**src/rtl/serial_tx_arbiter.sv**
```systemverilog
// Round-robin arbiter sharing one serial TX byte stream between NUM_REQ framed message sources.
// Latency: grant one cycle after request; bytes then pass combinationally, one per cycle.
// Backpressure: out_ready is passed straight to the owner's req_ready; non-owners always see ready low.
//
// Optional feature macro: SERIAL_TX_ARB_TIMEOUT_EN
//   When defined, an owner that leaves req_valid low for TIMEOUT_CYCLES cycles loses the grant
//   and timeout_err pulses for one cycle. When undefined, timeout_err is tied low.
//
// Ports:
//   comm_clock, comm_reset_n   clock and asynchronous active-low reset
//   req_valid/req_data/req_last/req_ready   per-requester byte streams (lane i = req_data[8*i+:8])
//   out_valid/out_data/out_ready            merged byte stream toward the UART TX FIFO
//   grant                                   one-hot current owner, zero when idle
//   busy                                    a message is in progress
//   timeout_err                             one-cycle pulse when an idle owner is revoked

module serial_tx_arbiter #(
   parameter int NUM_REQ        = 3,
   parameter int TIMEOUT_CYCLES = 1024
) (
   input  logic                   comm_clock,
   input  logic                   comm_reset_n,
   input  logic [NUM_REQ-1:0]     req_valid,
   input  logic [8*NUM_REQ-1:0]   req_data,
   input  logic [NUM_REQ-1:0]     req_last,
   output logic [NUM_REQ-1:0]     req_ready,
   output logic                   out_valid,
   output logic [7:0]             out_data,
   input  logic                   out_ready,
   output logic [NUM_REQ-1:0]     grant,
   output logic                   busy,
   output logic                   timeout_err
);

   localparam int                IDX_W    = (NUM_REQ > 1) ? $clog2(NUM_REQ) : 1;
   localparam logic [IDX_W-1:0]  LAST_IDX = IDX_W'(NUM_REQ - 1);

   typedef enum logic {
      IDLE  = 1'b0,
      GRANT = 1'b1
   } state_t;

   state_t             state_q, state_d;
   logic [NUM_REQ-1:0] grant_q, grant_d;
   logic [IDX_W-1:0]   owner_q, owner_d;
   logic [IDX_W-1:0]   last_winner_q, last_winner_d;

   logic               pick_found;
   logic [IDX_W-1:0]   pick_idx;

   logic               own_vld;
   logic               own_last;
   logic [7:0]         own_dat;
   logic               xfer;
   logic               timeout_hit;

   // ------------------------------------------------------------------
   // Round-robin pick: search upward from last_winner+1, wrapping.
   // Constant lane indices keep every select static; the priority chain
   // is resolved by the pick_found flag rather than an early exit.
   // ------------------------------------------------------------------
   always_comb begin
      pick_found = 1'b0;
      pick_idx   = '0;
      for (int k = 1; k <= NUM_REQ; k++) begin
         for (int i = 0; i < NUM_REQ; i++) begin
            if (!pick_found && req_valid[i] &&
                (i == ((int'(last_winner_q) + k) % NUM_REQ))) begin
               pick_found = 1'b1;
               pick_idx   = IDX_W'(i);
            end
         end
      end
   end

   // ------------------------------------------------------------------
   // Owner lane select
   // ------------------------------------------------------------------
   always_comb begin
      own_vld  = 1'b0;
      own_last = 1'b0;
      own_dat  = '0;
      for (int i = 0; i < NUM_REQ; i++) begin
         if (owner_q == IDX_W'(i)) begin
            own_vld  = req_valid[i];
            own_last = req_last[i];
            own_dat  = req_data[8*i +: 8];
         end
      end
   end

   assign xfer = (state_q == GRANT) && own_vld && out_ready;

   // ------------------------------------------------------------------
   // Pass-through datapath: only the owner ever sees ready, and only in GRANT.
   // ------------------------------------------------------------------
   always_comb begin
      req_ready = '0;
      out_valid = 1'b0;
      out_data  = '0;
      if (state_q == GRANT) begin
         out_valid = own_vld;
         out_data  = own_dat;
         for (int i = 0; i < NUM_REQ; i++) begin
            if (owner_q == IDX_W'(i)) begin
               req_ready[i] = out_ready;
            end
         end
      end
   end

   // ------------------------------------------------------------------
   // Optional idle-owner timeout
   // ------------------------------------------------------------------
`ifdef SERIAL_TX_ARB_TIMEOUT_EN
   localparam int CNT_W = $clog2(TIMEOUT_CYCLES + 1);

   logic [CNT_W-1:0] idle_cnt_q, idle_cnt_d;

   // A byte accepted in the same cycle the limit is reached wins: the
   // owner is clearly alive again, so no byte is dropped by a revoke.
   assign timeout_hit = (state_q == GRANT) && !xfer &&
                        (idle_cnt_q == CNT_W'(TIMEOUT_CYCLES));

   always_comb begin
      idle_cnt_d = idle_cnt_q;
      if (state_q != GRANT) begin
         // Held at zero in IDLE, so every entry to GRANT starts from zero.
         idle_cnt_d = '0;
      end else if (xfer || timeout_hit) begin
         idle_cnt_d = '0;
      end else if (!own_vld) begin
         // Stalls with valid high (out_ready low) do not count.
         idle_cnt_d = idle_cnt_q + 1'b1;
      end
   end

   always_ff @(posedge comm_clock or negedge comm_reset_n) begin
      if (!comm_reset_n) begin
         idle_cnt_q <= '0;
      end else begin
         idle_cnt_q <= idle_cnt_d;
      end
   end

   assign timeout_err = timeout_hit;
`else
   assign timeout_hit = 1'b0;
   assign timeout_err = 1'b0;
`endif

   // ------------------------------------------------------------------
   // FSM next state
   // ------------------------------------------------------------------
   always_comb begin
      state_d       = state_q;
      grant_d       = grant_q;
      owner_d       = owner_q;
      last_winner_d = last_winner_q;
      if (state_q == IDLE) begin
         if (pick_found) begin
            state_d = GRANT;
            owner_d = pick_idx;
            for (int i = 0; i < NUM_REQ; i++) begin
               grant_d[i] = (pick_idx == IDX_W'(i));
            end
         end
      end else begin
         // Grant is released only on the accepted last byte (or a timeout);
         // returning through IDLE guarantees a gap cycle between messages.
         if ((xfer && own_last) || timeout_hit) begin
            state_d       = IDLE;
            grant_d       = '0;
            last_winner_d = owner_q;
         end
      end
   end

   // ------------------------------------------------------------------
   // State registers
   // ------------------------------------------------------------------
   always_ff @(posedge comm_clock or negedge comm_reset_n) begin
      if (!comm_reset_n) begin
         state_q       <= IDLE;
         grant_q       <= '0;
         owner_q       <= '0;
         // Starting at the top index makes requester 0 the first winner.
         last_winner_q <= LAST_IDX;
      end else begin
         state_q       <= state_d;
         grant_q       <= grant_d;
         owner_q       <= owner_d;
         last_winner_q <= last_winner_d;
      end
   end

   assign grant = grant_q;
   assign busy  = (state_q == GRANT);

endmodule

```
**config.mk**
```make
export PLATFORM = sky130hd
export DESIGN_NAME = serial_tx_arbiter
export DESIGN_NICKNAME = d
export VERILOG_FILES = /design/src/rtl/serial_tx_arbiter.sv
export SDC_FILE = /design/constraint.sdc
export NUM_CORES = 1
export LEC_CHECK = 0
export ABC_CLOCK_PERIOD_IN_PS = 3200
export CAP_MARGIN = 40
export CORE_ASPECT_RATIO = 1.1
export CORE_MARGIN = 8
export CORE_UTILIZATION = 39
export CTS_BUF_LIST = sky130_fd_sc_hd__clkbuf_4 sky130_fd_sc_hd__clkbuf_8
export DETAILED_ROUTE_END_ITERATION = 10
export GPL_ROUTABILITY_DRIVEN = 0
export PLACE_DENSITY = 0.91
export SKIP_CTS_REPAIR_TIMING = 1
export SYNTH_ARGS = -nofsm -noshare
export SYNTH_HDL_FRONTEND = slang
export SYNTH_SLANG_ARGS = --single-unit
```
**constraint.sdc**
```tcl
create_clock -name comm_clock -period 3.2 [get_ports comm_clock]
set_input_delay 0.48 -clock comm_clock [delete_from_list [all_inputs] [get_ports comm_clock]]
set_output_delay 0.48 -clock comm_clock [all_outputs]
set_load 0.005 [all_outputs]
```
After elaboration in Yosys (flattened, before gate mapping). Index checks and enable logic that the tools add are counted.

Register bits: 8. Bits in latches: 0. Bits in writable memories: 0. Bits in read-only memories: 0. Input port bits: 33. Output and inout bits: 17. Logic and storage cells: 97. Memories: 0.

$add $sub $neg: 3. Multiply operators: 0. Div/mod/pow operators: 3. $lt $le $gt $ge: 0. Equal/unequal tests: 11. Shift-type cells: 0. Multiplexer cells: 38. Bitwise gates (word level): 1. Reductions and logical operators: 37.

Operator list (count): $eq 2x32->1 const A (3); $eq 3x32->1 const A (3); $logic_not 32->1 (3); $mod 32x3->32 const B (3); $mux 8 (4); $mux 1 (23); $logic_and 1x1->1 (20); $mux 2 (7); $mux 3 (4); $logic_not 1->1 (8); $add 2x2->3 const B (2); $reduce_and 2->1 (3); $eq 2x1->1 const B (2); $eq 2x2->1 const B (2); $logic_not 2->1 (2); $add 2x1->3 const B (1); $ne 2x1->1 const B (1); $reduce_bool 2->1 (1); $not 1->1 (1).

Logic depth before layout (Yosys ltp).
Depth in word-level cells: 40. Mapped depth: 6. Gate-level depth less buffers: 6.

Least setup slack after synthesis. No wires, ideal clock.

Path kind: reg2reg. From: reg last_winner_q[1]. To: reg grant_q[1], in the netlist grant[1]. Setup time: 119 ps. Arrival: 1449 ps. Data required time: 3081 ps. Path slack: 1632 ps. Cell stages (with the launch flop): 6. Path buffers: 0. Clock period less this slack: 1568 ps. Cell sequence: dfstp_2 -> ha_1 -> nor3_1 -> nor3_1 -> o211ai_1 -> a21bo_2.

Longest elaborated chain between the ends: 40. Elaborated cells on any way between the ends: 62. Those cells by class: 3 x add/sub; 3 x div; 7 x eq/ne; 19 x mux; 30 x reduce/logical.

RTL lines: start, declared (line 46) `logic [IDX_W-1:0] last_winner_q, last_winner_d;`; start signal, assigned (line 193) `last_winner_q <= last_winner_d;`; $add 2x1->3 (line 68) `(i == ((int'(last_winner_q) + k) % NUM_REQ))) begin`; $mod 32x3->32 (line 68); $logic_not 32->1 (line 68); $logic_and 1x1->1 (line 67) `if (!pick_found && req_valid[i] &&`; $mux 1 (line 67); $logic_not 1->1 (line 67); $logic_and 1x1->1 (2 in a row) (line 67); $mux 1 (line 67); [21 not listed]; $logic_and 1x1->1 (2 in a row) (line 67); $mux 1 (line 67); $logic_not 1->1 (line 67); $logic_and 1x1->1 (2 in a row) (line 67); $mux 2 (line 67); $eq 2x1->1 (line 165) `grant_d[i] = (pick_idx == IDX_W'(i));`; $mux 3 (line 161) `if (pick_found) begin`; $mux 3 (line 160) `if (state_q == IDLE) begin`; end signal, assigned (line 191) `grant_q <= grant_d;`; end, declared (line 44) `logic [NUM_REQ-1:0] grant_q, grant_d;`.

Several ways; a longest one is shown, not always the timed one. The select of a mux whose other input is x is not followed. A chain may end at the register's enable or synchronous reset.

Worst setup path in the final report.
From: reg owner_q[0]. To: out out_data[4].

Longest elaborated chain between the ends: 5. Elaborated cells on any way between the ends: 7. Those cells by class: 2 x eq/ne; 4 x mux; 1 x reduce/logical.

RTL lines: start, declared (line 45) `logic [IDX_W-1:0] owner_q, owner_d;`; start signal, assigned (line 192) `owner_q <= owner_d;`; $logic_not 2->1 (line 84) `if (owner_q == IDX_W'(i)) begin`; $mux 8 (2 in a row) (line 84); $mux 8 (*) (line 84); $mux 8 (*) (line 101) `if (state_q == GRANT) begin`; end, declared (line 28) `output logic [7:0] out_data,`.

Mark *: on every way between the ends. The rest lies on a longest branch, timed or not.

==> qor.tcl <==
set qor(run_status) {finished clean}
set qor(post-place-ws_ns) 0.701
set qor(total_net_switching_power_mw) 0.372
set qor(cts_tree) {yes}
set qor(routedWlPerCell_um) 15.9
set qor(hp-class) {flip-flop to flip-flop}
set qor(finalSetupTns_ns) 0
set qor(grt_antenna_before_repair) 0
set qor(post-route-util_pct) 69.6
set qor(cap_violations) 0
set qor(worstSetupEndpointType) {primary output}
set qor(avgViaCountPerCell) 5.47
set qor(synth_largest_type_area_fraction_pct) 23.4
set qor(effective_utilization_at_floorplan_pct) 41.5
set qor(syn-cell-area_um2) 748
set qor(synth_top_cells_by_count) {nand2_1, mux2i_1, o21ai_0, and2_1, dfrtp_1}
set qor(htree_levels) 1
set qor(timing.critical_path.cells) {nor2b_1 -> nand2_1 -> o21ai_0 -> and2_1 -> clkdlybuf4s50_1}
set qor(vdd_drop_max_mv) 0.607
set qor(floorplan.die_area_um2) 3580
set qor(final_cells) 156
set qor(flops_latches_synth) 8
set qor(drt_iter0_markers) 28
set qor(dpl.cell_count) 152
set qor(synth_compound_gate_area_share_pct) 21.4
set qor(cts.path.max_buffers) 2
set qor(cellLeakagePower_nw) 0.514
set qor(combinational_family_with_the_most_area_after_synthesis) {simple AND/OR/NAND/NOR gates}
set qor(hold_fails_final_rpt) 0
set qor(setup_viol) 0
set qor(setup_ws_ns) 0.443
set qor(ant_nets) 0
set qor(clock-root-buffer) {clkbuf_4}
set qor(synth_async_sr_flop_share_pct) 100
set qor(number_of_search_and_repair_iterations_in_the_first_detailed_routing_pass) 5
set qor(die_h_um) 61.9
set qor(setup.worst_path.start_class) {flip-flop}
set qor(fraction_of_synthesized_cell_area_in_xor_and_xnor_cells_pct) 0
set qor(rows) 16
set qor(numCtsBuffers) 3
set qor(comb_power_share_pct) 66.4
set qor(p_per_area_nw_per_um2) 770
set qor(timing_worst_slew_pin_value_ns) 0.525
set qor(tritoncts_num_sinks) 8
set qor(period_share_pct) 86.2
set qor(n_antenna_cell) 0
set qor(worst-setup-path-type) {flip-flop to primary output}
set qor(yosys_warnings) 0
set qor(layout-drive-gt1-share_pct) 7.97
set qor(worstPathRequired_ns) 2.72
set qor(power_frac_clock_pct) 9.0
set qor(switching_share_pct) 38.5
set qor(synth_edf_count) 0
set qor(critical_path.max_fanout) 18
set qor(synth_adder_area_share_pct) 3.34
set qor(pint_mw) 0.594
set qor(seq_area_frac_synth_pct) 26.9
set qor(routed_wl_mm) 2.48
set qor(grt_util_all_layers_pct) 13.4
set qor(via_count_of_the_first_global_routing_pass) 868
set qor(slew_violations) 0
set qor(port_buffers) 48
set qor(synth_flop_cell) {dfrtp_1}
set qor(crit_path_top_delay_cell) {dfrtp_1}
set qor(floorplan.core_area_um2) 1800
set qor(worst_setup_hold_path_clk_slew_ns) 0.05
set qor(nNetsFinal) 174
set qor(synthMostInstantiatedCell) {nand2_1}
set qor(timing.clock.skew_ns) 0.00638
set qor(top_level_ports) 50
set qor(die_w_um) 57.8
set qor(worstPathArrival_ns) 2.28
set qor(area_growth_syn_to_layout_pct) 67.6
set qor(finalCriticalPeriod_ns) 2.76
set qor(post_synth_num_cell_types) 35
set qor(fmax_mhz) 363
set qor(via_count) 854
set qor(drc) 0
set qor(timing.critical_path.slowest_cell_delay_ns) 0.65
set qor(grt_start_max_net_pins) 19
set qor(syn-instance-count) 91
set qor(synth_nets) 126
set qor(seq_power_share_pct) 24.5
set qor(global_route.overflow_total) 0
set qor(wire_length_of_the_first_global_routing_pass_mm) 3.80
set qor(area_share_of_and_or_nand_nor_cells_after_synthesis_pct) 25.8
set qor(synth.largest_area_cell) {dfrtp_1}
set qor(cells_taking_the_most_area_after_synthesis) {dfrtp_1, mux2i_1, and2_1}
set qor(clk-insertion-delay-late_ns) 0.25
set qor(rsz0062_at_grt) {no}
set qor(synth_area_per_cell_um2) 8.22
set qor(detailedPlacementHpwl_mm) 2.07
set qor(worst_slew_margin_rel_pct) 64.9
set qor(yosys-mux-area-fraction_pct) 16.4
area by class of cell:
cell class / instances / area (um^2)
tap: 18 / 22.5
multi-input combinational: 75 / 504
sequential: 8 / 201
clock buffer: 4 / 30.0
inverter: 2 / 7.51
fill: 142 / 548
timing repair buffer: 49 / 488
kinds of logic after synthesis:
kind of cell,Yosys count
flip-flops,8
AO/OA/AOI/OAI,24
buffers and inverters,8
adder cells (fa/ha/maj),2
multiplexers,12
other,1
AND/OR/NAND/NOR,36
power by group through the flow:
stage | registers [mW] | logic, mW | clock network [mW]
after global routing | 0.249 | 0.703 | 0.0981
after global placement | 0.237 | 0.622 | 0
final | 0.237 | 0.641 | 0.0874
after detailed placement | 0.238 | 0.640 | 0
after floorplan | 0.188 | 0.395 | 0
after CTS | 0.237 | 0.644 | 0.0903
flip-flops by register name, summed over array words and instances, names as in the netlist:
| name | flops |
|---|---|
| grant | 3 |
| owner_q | 2 |
| busy | 1 |
| last_winner_q | 2 |
metal layers:
layer  vias up  track usage [%]  part of all wire, %
met5         -                0                    0
met4         0             2.80                 0.77
met3         5             4.53                  6.5
met2        39             26.5                   53
met1       390             13.5                   39
li1        420                -                    -
path summary, 6_finish.rpt:
| check | start | to | slack (ns) | depth (start not counted) |
|---|---|---|---|---|
| worst max register to register | last_winner_q[1]$_DFFE_PN1P_ | grant[1]$_DFFE_PN0P_ | 1.46 | 6 |
| worst min register to register | grant[1]$_DFFE_PN0P_ | grant[1]$_DFFE_PN0P_ | 0.50 | 1 |
| max in group asynchronous | comm_reset_n | last_winner_q[1]$_DFFE_PN1P_ | 2.38 | 1 |
| worst min-delay path | grant[1]$_DFFE_PN0P_ | grant[1]$_DFFE_PN0P_ | 0.50 | 1 |
| min in group asynchronous | comm_reset_n | grant[0]$_DFFE_PN0P_ | 0.51 | 1 |
| worst max-delay path | owner_q[0]$_DFFE_PN0P_ | out_data[4] | 0.44 | 5 |
cells in the final DEF (no fill, tap or decap):
cell type	count
buf_4	1
a31o_2	1
clkdlybuf4s50_1	48
o21ai_2	1
o21ai_0	10
nand2b_1	2
and2_1	8
a21o_1	1
dfrtp_1	7
ha_1	2
nor2b_1	1
or3_1	1
mux2_1	2
nand2_1	11
nand3b_1	1
a21oi_1	1
o21ai_1	1
mux2i_1	10
clkbuf_4	4
conb_1	1
a31oi_1	1
a211o_1	1
nor3b_1	2
nand4b_1	1
nor2_1	4
a21boi_0	1
inv_1	2
o211ai_1	1
dfstp_2	1
nand3_2	1
a21bo_2	2
a32o_1	1
a211oi_1	2
nor3_1	4
stage by stage:
step	area [um^2]	hold slack (ns)	power, mW
2_1_floorplan	748	0.184	0.583
3_3_place_gp	1220	0.480	0.859
3_5_place_dp	1220	0.486	0.878
4_1_cts	1250	0.504	0.972
5_1_grt	1250	0.525	1.05
6_report	1250	0.502	0.966
critical path, delay by kind of cell, from the launching register on:
family | cells | cell delay [ns]
simple gates | 3 | 0.77
compound gates | 1 | 0.09
flops | 1 | 0.65
buf+inv | 1 | 0.51
Power figures use the tool's default switching activity.
